### config.mk
export PLATFORM = sky130hd
export DESIGN_NAME = expr_eval_sched
export DESIGN_NICKNAME = d
export VERILOG_FILES = /design/src/rtl/expr_eval_sched.sv
export SDC_FILE = /design/constraint.sdc
export NUM_CORES = 1
export LEC_CHECK = 0
export ABC_AREA = 1
export BUFFER_PORTS_ARGS = -buffer_cell sky130_fd_sc_hd__buf_2
export CAP_MARGIN = 20
export CORE_AREA = 2 2 201 203
export CTS_BUF_LIST = sky130_fd_sc_hd__clkbuf_4 sky130_fd_sc_hd__clkbuf_8
export CTS_CLUSTER_DIAMETER = 60
export DETAILED_ROUTE_END_ITERATION = 10
export DIE_AREA = 0 0 203 205
export PLACE_DENSITY = 0.46
export SYNTH_ARGS = -nofsm -noshare
export SYNTH_HDL_FRONTEND = slang
export SYNTH_SLANG_ARGS = --single-unit
### constraint.sdc
create_clock -name clk -period 2.5 [get_ports clk]
set_clock_uncertainty 0.05 [all_clocks]
set_input_delay 0.5 -clock clk [delete_from_list [all_inputs] [get_ports clk]]
set_output_delay 0.5 -clock clk [all_outputs]
set_load 0.1 [all_outputs]
### src/rtl/expr_eval_sched.sv
// -----------------------------------------------------------------------------
// expr_eval_sched
//   Round-robin scheduler that shares one combinational expression-evaluator
//   datapath among N_REQ requesters. Only one transaction is in flight at a time.
//   1. The winning requester's operand bundle is registered onto dp_operands.
//   2. The block waits LAT cycles.
//   3. dp_result is captured into rsp_data.
//   4. The result is returned to the owning requester.
//
// Handshake semantics (both channels):
//   A transfer happens on a rising clock edge where valid and ready are both
//   high. Requests: req_valid is the requester's offer. req_ready is the
//   scheduler's one-hot accept, and it is high only for the arbitration winner
//   while IDLE. Responses: rsp_valid is one-hot to the owner and stays high
//   with stable data until the owner's rsp_ready is seen. rsp_ready from
//   non-owners is ignored.
//
// Ports:
//   clk, rst_n     clock (rising edge), asynchronous active-low reset
//   req_valid      per-requester request valid            [N_REQ]
//   req_ready      one-hot accept                         [N_REQ]
//   req_operands   bundle i at [i*OP_W +: OP_W]           [N_REQ*OP_W]
//   rsp_valid      one-hot response valid to owner        [N_REQ]
//   rsp_ready      per-requester response ready           [N_REQ]
//   rsp_data       captured datapath result               [RES_W]
//   dp_operands    registered operands to shared datapath [OP_W]
//   dp_result      datapath result (combinational)        [RES_W]
//   busy           high while a transaction is in flight
//   txn_count      completed responses, wraps             [CNT_W]
//   dbg_state      FSM state (0 IDLE, 1 WAIT, 2 RESP)     [2]
// -----------------------------------------------------------------------------
module expr_eval_sched #(
  parameter int N_REQ = 4,
  parameter int OP_W  = 60,
  parameter int RES_W = 90,
  parameter int LAT   = 2,
  parameter int CNT_W = 16
) (
  input  logic                    clk,
  input  logic                    rst_n,
  input  logic [N_REQ-1:0]        req_valid,
  output logic [N_REQ-1:0]        req_ready,
  input  logic [N_REQ*OP_W-1:0]   req_operands,
  output logic [N_REQ-1:0]        rsp_valid,
  input  logic [N_REQ-1:0]        rsp_ready,
  output logic [RES_W-1:0]        rsp_data,
  output logic [OP_W-1:0]         dp_operands,
  input  logic [RES_W-1:0]        dp_result,
  output logic                    busy,
  output logic [CNT_W-1:0]        txn_count,
  output logic [1:0]              dbg_state
);

  localparam int PTR_W = $clog2(N_REQ);
  localparam int LAT_W = (LAT > 1) ? $clog2(LAT) : 1;

  localparam logic [1:0] S_IDLE = 2'd0;
  localparam logic [1:0] S_WAIT = 2'd1;
  localparam logic [1:0] S_RESP = 2'd2;

  logic [1:0]       state_q,  state_d;
  logic [PTR_W-1:0] rr_ptr_q, rr_ptr_d;
  logic [PTR_W-1:0] owner_q,  owner_d;
  logic [OP_W-1:0]  dp_q,     dp_d;
  logic [RES_W-1:0] rsp_q,    rsp_d;
  logic [LAT_W-1:0] cnt_q,    cnt_d;
  logic [CNT_W-1:0] txn_q,    txn_d;

  // Round-robin pick. The scan starts at rr_ptr and wraps modulo N_REQ.
  // The first valid requester found in that order wins.
  logic             found;
  logic [PTR_W-1:0] winner;
  logic [PTR_W-1:0] idx;

  always_comb begin
    found  = 1'b0;
    winner = '0;
    idx    = '0;
    for (int k = 0; k < N_REQ; k++) begin
      idx = PTR_W'((int'(rr_ptr_q) + k) % N_REQ);
      if (!found && req_valid[idx]) begin
        found  = 1'b1;
        winner = idx;
      end
    end
  end

  always_comb begin
    state_d  = state_q;
    rr_ptr_d = rr_ptr_q;
    owner_d  = owner_q;
    dp_d     = dp_q;
    rsp_d    = rsp_q;
    cnt_d    = cnt_q;
    txn_d    = txn_q;
    case (state_q)
      S_IDLE: begin
        if (found) begin
          dp_d    = req_operands[int'(winner)*OP_W +: OP_W];
          owner_d = winner;
          cnt_d   = LAT_W'(LAT - 1);
          state_d = S_WAIT;
        end
      end
      S_WAIT: begin
        if (cnt_q == '0) begin
          rsp_d   = dp_result;
          state_d = S_RESP;
        end else begin
          cnt_d = cnt_q - 1'b1;
        end
      end
      S_RESP: begin
        if (rsp_ready[owner_q]) begin
          txn_d    = txn_q + 1'b1;
          rr_ptr_d = PTR_W'((int'(owner_q) + 1) % N_REQ);
          state_d  = S_IDLE;
        end
      end
      default: state_d = S_IDLE;
    endcase
  end

  always_ff @(posedge clk or negedge rst_n) begin
    if (!rst_n) begin
      state_q  <= S_IDLE;
      rr_ptr_q <= '0;
      owner_q  <= '0;
      dp_q     <= '0;
      rsp_q    <= '0;
      cnt_q    <= '0;
      txn_q    <= '0;
    end else begin
      state_q  <= state_d;
      rr_ptr_q <= rr_ptr_d;
      owner_q  <= owner_d;
      dp_q     <= dp_d;
      rsp_q    <= rsp_d;
      cnt_q    <= cnt_d;
      txn_q    <= txn_d;
    end
  end

  // req_ready is combinational from req_valid. It is gated by rst_n so that
  // every output is low while reset is held.
  assign req_ready   = (rst_n && state_q == S_IDLE && found) ? (N_REQ'(1) << winner) : '0;
  assign rsp_valid   = (state_q == S_RESP) ? (N_REQ'(1) << owner_q) : '0;
  assign rsp_data    = rsp_q;
  assign dp_operands = dp_q;
  assign busy        = (state_q != S_IDLE);
  assign txn_count   = txn_q;
  assign dbg_state   = state_q;

endmodule

==> reports/qor.csv, run 1 <==
stage,metric,value,unit
grt,track_usage,0.186,
logic_synthesis,syn_area,0.00958,mm²
critical_path,worst_r2r_path_depth,14,
logic_synthesis,synth_top_cell_by_area,dfrtp_1,
clock_network,path_clk_slew,0.10,ns
grt,grt_overflow,0,
drt,vias_per_cell,4.50,
logic_synthesis,ys_top_cells_by_area,"dfrtp_1, nand2_1, mux2_2, nand4_1, buf_2",
critical_path,path_max_fanout,5,
sta,hold_violations,0,
critical_path,path_class,register to primary output,
critical_path,path_cells,buf_6 -> nand2_2 -> nand2_2 -> nand2_2 -> nand2_4 -> nor2_4 -> nand3_4 -> nand3_4 -> inv_6 -> nor3_4 -> buf_12,
logic_synthesis,synth_flop_cell,dfrtp_1,
drt,drt_iter0_markers,738,
clock_network,cts.sinks,173,
critical_path,cp.required,1.95,ns
run_status,failed_checks,negative setup slack,
logic_synthesis,ys_ff_latch,173,
logic_synthesis,ys_warn_count,0,
placement,portBuffers,516,
grt,antenna_found_initial,6,
floorplanning,num_rows,73,
clock_network,cts_inserted_buffers,17,
clock_network,cts.path.max_buffers,2,
clock_network,clk_latency,0.50,ns
critical_path,cp-end-kind,primary output,
sta,finalCriticalPeriod,2.83,ns
sta,rsz0062_at_grt,yes,
drt,drcViolationCount,0,
placement,globalplace.congestion,0.865,
layout,fin_nets,2071,
critical_path,cp-startpoint,rr_ptr_q[0],
logic_synthesis,async_flop_share,1.00,
logic_synthesis,netlist.area_leader.share,0.452,
clock_network,cts_root_buffer,clkbuf_8,
logic_synthesis,yosysUniqueCellTypes,27,
clock_network,cts_tree,yes,
sta,tightest_slew,0.792,ns
critical_path,cp_slowest_cell,dfrtp_2,
placement,dpl.hpwl,28900,µm
logic_synthesis,syn_inst,1230,
drt,firstDrtPassIters,5,
layout,finalInstanceArea,0.0137,mm²
critical_path,crit_top_cell,nand2_2,
drt,vias,10200,
logic_synthesis,synth_edf_count,0,
grt,grt_first_pass_wirelength,59000,µm
placement,placedInstanceArea,0.0129,mm²
sta,fin_ws,-0.334,ns
critical_path,cp_slowest_stage_delay,0.47,ns
clock_network,htreeDepth,4,
logic_synthesis,synth.avg_cell_area,7.79,µm²
critical_path,r2r-start,rr_ptr_q[0],
sta,clock.fmax,353,MHz
critical_path,cp.arrival,2.28,ns
drt,finalWirelength,40600,µm
job,cap_viol_max_count,0,
drt,drtAntennaViolNets,0,
sta,setup_viol,4,
floorplanning,start_util,0.243,
critical_path,worstSetupStartpointType,register,
run_status,status,finished with violations,
sta,report.final.slew_viol_count,0,
logic_synthesis,synth_common_cells,"nand2_1, dfrtp_1, nand4_1",
floorplanning,die_w,203,µm
hold_path,min_to,rsp_data[17],
grt,grt_max_degree,95,
critical_path,timing.rr.end,dp_operands[46],
floorplanning,die_h,205,µm
logic_synthesis,syn-num-nets,1575,
hold_path,hold_depth,2,
layout,synthToLayoutAreaGrowth,42.7,%
sta,finalCritPeriodShare,1.13,
logic_synthesis,yosysMostFrequentCell,nand2_1,
floorplanning,ios,517,
layout,drive_gt1_frac,0.426,
hold_path,min_path_type,input port to register,
hold_path,hp-start,dp_result[17],
sta,relSlewSlack,0.472,
drt,wl_per_cell,17.9,µm
grt,grt_pass1_vias,10100,
floorplanning,dieArea,0.0416,mm²
logic_synthesis,seq_area_frac_synth,0.452,
critical_path,r2r_setup_slack,0.14,ns
floorplanning,core,0.0394,mm²
==> worst max-delay path: cells and delay by family (launching register included) <==
family                 cells  cell delay [ns]
DFF                        1             0.47
buffers and inverters      3             0.41
and+or+nand+nor            8             0.89
==> layer usage <==
layer  share of wire  global-route usage
met3           0.075              0.0528
met4           0.023              0.0675
met2            0.48               0.308
met1            0.42               0.230
met5         0.00074                   0
==> sequential cells by signal (all words and copies together), names as in the netlist <==
name	flops
cnt_q	1
dbg_state	2
dp_operands	60
owner_q	2
rr_ptr_q	2
rsp_data	90
txn_count	16
==> worst max-delay path by stage <==
stage | end
CTS | req_ready[3]
detailed placement | dp_operands[28]
global placement | dp_operands[9]
global route | req_ready[3]
finish | req_ready[0]
floorplan | req_ready[0]
==> repair_timing <==
item | CTS | global route
hold endpoints to repair | 25 | 0
resized for setup | 35 | 21
cloned | 1 | 3
endpoints found under the setup margin | 7 | 31
hold buffers | 1 | 0
buffers inserted | 11 | 6
pin swaps | 16 | 9
==> placed cells by master (no fill, tap or decap), types with 2 or more instances in the layout <==
master and instances:
mux2_2 90, ha_1 5, dfrtp_1 169, nand3_1 7, nand3_2 4, clkbuf_4 4, inv_1 23, diode_2 4
nand4_1 124, nor2_2 4, buf_4 28, inv_2 4, buf_12 14, xnor2_1 9, buf_6 5, dfrtp_2 4
nor3_4 4, nor2_1 9, clkbuf_8 18, buf_2 509, xor2_1 3, clkinvlp_4 2, nand2_1 636, inv_6 4
nand3_4 5, o21ai_0 6, clkinv_2 3, clkbuf_16 3, clkinv_4 5, inv_8 3, nand2_4 11, nand2_2 14
==> metrics by stage <==
step | std cells | TNS, ns | utilization | hold slack (ns) | setup WS, ns
global route | 2268 | -1.84 | 0.347 | 0.117 | -0.481
global placement | 2210 | -0.00903 | 0.327 | 0.409 | -0.00903
finish | 2268 | -1.26 | 0.347 | 0.168 | -0.334
CTS | 2255 | -1.44 | 0.342 | 0.103 | -0.377
floorplan | 1230 | -1.08 | - | 0.154 | -0.290
detailed placement | 2210 | -0.103 | 0.327 | 0.409 | -0.0365
==> cell type report <==
cell class | count | area, µm²
well taps | 525 | 657
repair buffers | 564 | 3240
clock inverters | 13 | 108
fillers | 4278 | 25700
clock buffers | 19 | 249
diodes | 4 | 10.0
inverters | 31 | 136
multi-input cells | 939 | 4940
flip-flops and latches | 173 | 4330
==> logic make-up (layout without fill, tap and decap cells) <==
kind of cell | after synthesis | count (layout) | synth area share
simple gates | 821 | 821 | 0.360
flops | 173 | 173 | 0.452
buf+inv | 118 | 627 | 0.0587
mux | 90 | 90 | 0.106
xor+xnor | 12 | 12 | 0.0110
compound gates | 11 | 11 | 0.00627
fa+ha+maj | 5 | 5 | 0.00653
other cells | 0 | 4 | 0
Power of run 1 is not shown: default switching activity piles up to over one toggle a cycle in this logic, so the estimate is an artifact.
==> run 2, diff against run 1 <==
--- a/config.mk
+++ b/config.mk
@@ -8,12 +8,12 @@
 export ABC_AREA = 1
 export BUFFER_PORTS_ARGS = -buffer_cell sky130_fd_sc_hd__buf_2
 export CAP_MARGIN = 20
-export CORE_AREA = 2 2 201 203
+export CORE_AREA = 2 2 199 201
 export CTS_BUF_LIST = sky130_fd_sc_hd__clkbuf_4 sky130_fd_sc_hd__clkbuf_8
 export CTS_CLUSTER_DIAMETER = 60
 export DETAILED_ROUTE_END_ITERATION = 10
-export DIE_AREA = 0 0 203 205
-export PLACE_DENSITY = 0.46
+export DIE_AREA = 0 0 201 203
+export PLACE_DENSITY = 0.47
 export SYNTH_ARGS = -nofsm -noshare
 export SYNTH_HDL_FRONTEND = slang
 export SYNTH_SLANG_ARGS = --single-unit
==> constraint.sdc (replaced) <==
create_clock -name clk -period 2.5 [get_ports clk]
set_clock_uncertainty 0.05 [all_clocks]
set_input_delay 0.625 -clock clk [delete_from_list [all_inputs] [get_ports clk]]
set_output_delay 0.625 -clock clk [all_outputs]
set_load 0.1 [all_outputs]
==> reports/qor.csv, run 2 (synthesized netlist as in run 1, its figures left out) <==
stage,metric,value,unit,change
run_status,status,finished with violations,,
run_status,failed_checks,negative setup slack,,
drt,finalWirelength,39900,µm,-1.6%
layout,multiInputGateArea,0.00494,mm²,about the same
clock_network,cts.path.max_buffers,2,,unchanged
critical_path,cp.required,1.82,ns,-0.13 ns
critical_path,path_max_fanout,9,,+4
sta,finalCriticalPeriod,3.04,ns,+0.210 ns
drt,drt_iter0_markers,519,,-30%
layout,synthToLayoutAreaGrowth,44.7,%,
clock_network,cts_inserted_buffers,17,,unchanged
layout,finalInstanceArea,0.0139,mm²,+1.4%
critical_path,worst_r2r_path_depth,23,,+9
placement,placedInstanceArea,0.0131,mm²,+1.7%
sta,rsz0062_at_grt,yes,,
placement,portBuffers,516,,unchanged
placement,globalplace.congestion,0.876,,+1.2%
critical_path,crit_top_cell,buf_12,,
critical_path,cp.arrival,2.37,ns,+0.09 ns
layout,fin_nets,2079,,+0.39%
clock_network,cts_root_buffer,clkbuf_8,,
layout,final_util,0.360,,+0.0131
sta,finalCritPeriodShare,1.22,,+0.0840
layout,final_common_cell,nand2_1,,
grt,antenna_found_initial,4,,-2
drt,drcViolationCount,0,,unchanged
floorplanning,start_util,0.249,,+0.00569
critical_path,r2r-start,rr_ptr_q[0],,
critical_path,cp_slowest_cell,dfrtp_2,,
floorplanning,core,0.0385,mm²,-2.3%
placement,dpl.hpwl,29900,µm,+3.4%
critical_path,path_buf_inv,3,,unchanged
drt,drtAntennaViolNets,0,,unchanged
grt,grt_max_degree,70,,-26%
floorplanning,ios,517,,unchanged
sta,tightest_slew,0.783,ns,-0.00944 ns
clock_network,cts.sinks,173,,unchanged
clock_network,hold_buffers,0,,-1
critical_path,critPathTopFamily,simple AND/OR/NAND/NOR gates,,
critical_path,cp-end-kind,primary output,,
critical_path,worstSetupStartpointType,register,,
drt,vias_per_cell,4.52,,+0.40%
floorplanning,die_w,201,µm,-0.99%
clock_network,path_clk_slew,0.11,ns,about the same
sta,report.final.slew_viol_count,0,,unchanged
layout,final_cell_mix,"nand2_1, buf_2, dfrtp_1",,
critical_path,r2r_setup_slack,-0.46,ns,-0.60 ns
grt,track_usage,0.191,,+0.00541
critical_path,timing.rr.end,dp_operands[16],,
sta,fin_ws,-0.544,ns,-0.210 ns
critical_path,path_class,register to primary output,,
grt,grt_first_pass_wirelength,60300,µm,+2.1%
hold_path,min_path_type,input port to asynchronous set/reset pin,,
critical_path,path_cells,buf_12 -> nand2_1 -> nand2_2 -> nand2_1 -> nand2_2 -> a31oi_1 -> nand3_4 -> buf_12 -> nor3_4 -> buf_12,,
sta,setup_viol,65,,+61
layout,drive_gt1_frac,0.436,,+0.00975
layout,largest_register_ffs,90,,unchanged
clock_network,clk_latency,0.49,ns,about the same
sta,clock.fmax,329,MHz,-6.9%
floorplanning,dieArea,0.0408,mm²,-2.0%
placement,pre_cts_ws,-0.210,ns,-0.174 ns
sta,relSlewSlack,0.478,,+0.00629
floorplanning,die_h,203,µm,-0.98%
critical_path,cp_slowest_stage_delay,0.46,ns,about the same
layout,fill_cells,4133,,-3.4%
grt,grt_overflow,0,,unchanged
clock_network,cts_tree,yes,,
layout,regArea,0.00433,mm²,about the same
drt,vias,10200,,+0.35%
grt,grt_pass1_vias,10200,,+0.37%
drt,wl_per_cell,17.6,µm,-1.6%
drt,firstDrtPassIters,5,,unchanged
clock_network,htreeDepth,4,,unchanged
floorplanning,num_rows,72,,-1.4%
sta,hold_violations,0,,unchanged
job,cap_viol_max_count,0,,unchanged
==> run 2: changes by cell type in the layout (fill, tap and decap cells not counted), sizes merged <==
cell,previous run,this run
inv,34,36
diode,4,3
bufinv,0,1
clkbuf,25,22
buf,557,569
dlygate4sd3,1,0
clkinv,8,5
clkinvlp,2,1
==> run 2: worst max path at each step <==
stage / from / to / cells after the start
floorplan: req_valid[1] / req_ready[0] / 11
global placement: req_valid[3] / req_ready[0] / 11
detailed placement: req_valid[3] / req_ready[1] / 11
CTS: rr_ptr_q[0] / req_ready[1] / 10
global route: rr_ptr_q[0] / req_ready[1] / 10
finish: rr_ptr_q[0] / req_ready[1] / 10
==> run 2: per-stage QoR <==
step	hold slack, ns	cells	setup TNS (ns)
final	0.113	2267	-21.38
after global routing	0.106	2265	-32.38
after CTS	0.0913	2261	-26.67
after detailed placement	0.410	2221	-5.98
after global placement	0.407	2221	-5.20
after floorplan	0.279	1230	-1.78
==> run 2: metal layers <==
metal	vias up	global-route usage	part of all wire
met4	2	0.0532	0.017
met1	4818	0.235	0.42
met2	393	0.322	0.48
met5	-	0	0.00025
li1	5000	-	-
met3	34	0.0607	0.079
==> run 2: timing repair <==
item                       in CTS  in global routing
resized for setup              31                 29
buffers inserted                7                  0
gates cloned                    2                  3
setup endpoints to repair      43                 69
pin swaps                       7                  2
==> run 2: cell type report <==
class | count | area share
multi-input combinational | 939 | 0.356
clock buffer | 19 | 0.0189
timing repair buffer | 572 | 0.246
clock inverter | 12 | 0.00912
tap | 518 | 0.0468
inverter | 31 | 0.00957
antenna | 3 | 0.000542
sequential | 173 | 0.313
Power of run 2 is left out for the same reason.
==> run 3, diff against run 2 <==
--- a/config.mk
+++ b/config.mk
@@ -5,7 +5,6 @@
 export SDC_FILE = /design/constraint.sdc
 export NUM_CORES = 1
 export LEC_CHECK = 0
-export ABC_AREA = 1
 export BUFFER_PORTS_ARGS = -buffer_cell sky130_fd_sc_hd__buf_2
 export CAP_MARGIN = 20
 export CORE_AREA = 2 2 199 201
@@ -13,7 +12,7 @@
 export CTS_CLUSTER_DIAMETER = 60
 export DETAILED_ROUTE_END_ITERATION = 10
 export DIE_AREA = 0 0 201 203
-export PLACE_DENSITY = 0.47
+export PLACE_DENSITY = 0.43
 export SYNTH_ARGS = -nofsm -noshare
 export SYNTH_HDL_FRONTEND = slang
 export SYNTH_SLANG_ARGS = --single-unit
==> reports/qor.csv, run 3 <==
stage,metric,value,unit,change
grt,grt_pass1_vias,8089,,-21%
grt,antenna_found_initial,7,,+3
critical_path,cp-end-kind,primary output,,
grt,grt_max_degree,117,,+67%
grt,grt_first_pass_wirelength,49800,µm,-17%
layout,fin_nets,1591,,-23%
drt,drtAntennaViolNets,0,,unchanged
logic_synthesis,seq_area_frac_synth,0.512,,+0.0603
run_status,status,finished with violations,,
drt,finalWirelength,33800,µm,-15%
critical_path,cp_slowest_stage_delay,0.49,ns,+0.03 ns
drt,drt_iter0_markers,372,,-28%
sta,report.final.slew_viol_count,0,,unchanged
critical_path,path_max_fanout,8,,-1
drt,firstDrtPassIters,5,,unchanged
grt,track_usage,0.161,,-0.0299
logic_synthesis,synth_top_cell_by_area,dfrtp_1,,
drt,wl_per_cell,19.0,µm,+8.0%
floorplanning,dieArea,0.0408,mm²,unchanged
logic_synthesis,yosysMostFrequentCell,dfrtp_1,,
critical_path,worstSetupStartpointType,register,,
floorplanning,start_util,0.220,,-0.0293
layout,multiInputGateArea,0.00385,mm²,-22%
logic_synthesis,syn-num-nets,1078,,-32%
grt,grt_overflow,0,,unchanged
placement,globalplace.congestion,0.809,,-7.6%
logic_synthesis,synth_edf_count,0,,unchanged
sta,relSlewSlack,0.441,,-0.0371
clock_network,clk_latency,0.48,ns,about the same
sta,clock.fmax,399,MHz,+21%
layout,drive_gt1_frac,0.562,,+0.126
layout,final_common_cell,buf_2,,
critical_path,cp_slowest_cell,dfrtp_2,,
floorplanning,die_w,201,µm,unchanged
drt,vias,8066,,-21%
logic_synthesis,synth_flop_cell,dfrtp_1,,
layout,final_util,0.321,,-0.0393
floorplanning,num_rows,72,,unchanged
floorplanning,ios,517,,unchanged
job,cap_viol_max_count,0,,unchanged
logic_synthesis,syn_inst,733,,-40%
logic_synthesis,ys_ff_latch,173,,unchanged
clock_network,cts.sinks,173,,unchanged
layout,regArea,0.00434,mm²,+0.17%
drt,drcViolationCount,0,,unchanged
run_status,failed_checks,negative setup slack,,
clock_network,path_clk_slew,0.10,ns,about the same
critical_path,cp.arrival,1.83,ns,-0.54 ns
sta,fin_ws,-0.00801,ns,+0.536 ns
placement,dpl.hpwl,26000,µm,-13%
placement,portBuffers,516,,unchanged
clock_network,cts_inserted_buffers,17,,unchanged
critical_path,path_cells,nor2b_2 -> a31oi_1 -> nand2_2 -> and3_4 -> buf_12,,
logic_synthesis,ys_warn_count,0,,unchanged
clock_network,htreeDepth,4,,unchanged
logic_synthesis,async_flop_share,1.00,,unchanged
sta,finalCriticalPeriod,2.51,ns,-0.536 ns
logic_synthesis,ys_top_cells_by_area,"dfrtp_1, mux2_2, mux2i_1, a221oi_1, o22ai_1",,
clock_network,cts_root_buffer,clkbuf_8,,
hold_path,min_path_type,input port to asynchronous set/reset pin,,
layout,largest_register_ffs,90,,unchanged
sta,hold_violations,0,,unchanged
logic_synthesis,synth.avg_cell_area,11.5,µm²,+48%
layout,final_cell_mix,"buf_2, dfrtp_1, mux2_2",,
clock_network,cts.path.max_buffers,2,,unchanged
critical_path,cp.required,1.82,ns,about the same
sta,finalCritPeriodShare,1.00,,-0.214
logic_synthesis,syn_area,0.00845,mm²,-12%
sta,setup_viol,1,,-98%
layout,fill_cells,4027,,-2.6%
logic_synthesis,netlist.area_leader.share,0.512,,+0.0603
drt,vias_per_cell,4.54,,+0.36%
sta,rsz0062_at_grt,yes,,
critical_path,path_class,register to primary output,,
logic_synthesis,synth_common_cells,"dfrtp_1, mux2_2, nor2_1",,
floorplanning,die_h,203,µm,unchanged
logic_synthesis,yosysUniqueCellTypes,42,,+56%
layout,synthToLayoutAreaGrowth,46.2,%,
clock_network,cts_tree,yes,,
sta,tightest_slew,0.838,ns,+0.0555 ns
floorplanning,core,0.0385,mm²,unchanged
==> run 3: cell types whose count changed in the layout (fill, tap and decap cells not counted), sizes merged, moves of 60 or more <==
cell	change
nand4	-119
o21ai	+60
a221oi	+60
nand2	-644
o22ai	+60
mux2i	+60
==> run 3: final cells by class <==
type,count,share of cell area
Antenna cell,1,0.000203
Sequential cell,173,0.351
Multi-Input combinational cell,496,0.312
Timing Repair Buffer,551,0.251
Tap cell,518,0.0525
Inverter,7,0.00213
Clock inverter,13,0.0103
Clock buffer,19,0.0202
==> run 3: logic make-up (layout without fill, tap and decap cells) <==
logic type | Yosys count | in the layout | synth area share
multiplexers | 151 | 151 | 0.194
buffers and inverters | 64 | 590 | 0.0423
flip-flops | 173 | 173 | 0.512
XOR/XNOR | 15 | 15 | 0.0155
AO/OA/AOI/OAI | 200 | 200 | 0.157
adder cells (fa/ha/maj) | 5 | 5 | 0.00740
AND/OR/NAND/NOR | 125 | 125 | 0.0715
other | 0 | 1 | 0
==> run 3: path summary, 6_finish.rpt <==
check                               from         endpoint  slack [ns]  cells past startpoint
max                          rr_ptr_q[0]     req_ready[0]      -0.008                      5
min                                rst_n     txn_count[0]        0.20                      2
max reg2reg                 dbg_state[1]  dp_operands[32]        0.32                      7
min reg2reg                txn_count[15]    txn_count[15]        0.42                      1
max in group asynchronous          rst_n     dbg_state[1]        1.56                      2
min in group clk           dp_result[70]     rsp_data[70]        0.31                      2
==> run 3: metrics by stage <==
| step | hold slack (ns) | setup slack, ns | cells | setup TNS [ns] | cell area [µm²] |
|---|---|---|---|---|---|
| finish | 0.199 | -0.00801 | 1778 | -0.00801 | 12400 |
| floorplan | 0.279 | -0.105 | 733 | -0.273 | 8520 |
| global placement | 0.404 | 0.127 | 1737 | 0 | 11900 |
| global route | 0.223 | -0.0983 | 1778 | -0.389 | 12400 |
| CTS | 0.219 | -0.0906 | 1775 | -0.320 | 12300 |
| detailed placement | 0.409 | 0.128 | 1737 | 0 | 11900 |
==> run 3: metal layers <==
layer  track usage  part of all wire  up-vias
met1         0.190              0.40     3855
met4        0.0611             0.025        4
li1              -                 -     3765
met2         0.276              0.50      397
met3        0.0488             0.079       45
met5             0           0.00080        -
==> run 3: timing repair <==
item,CTS,global route
resized for setup,2,8
hold buffers,1,0
buffers inserted,5,2
pin swaps,6,4
setup endpoints to repair,4,8
hold endpoints to repair,5,0
==> run 3: critical path, delay by kind of cell, from the launching register on <==
family / cells / cell delay (ns)
flops: 1 / 0.49
compound gates: 1 / 0.22
simple gates: 3 / 0.47
buf+inv: 1 / 0.16
Power of run 3 is left out for the same reason.
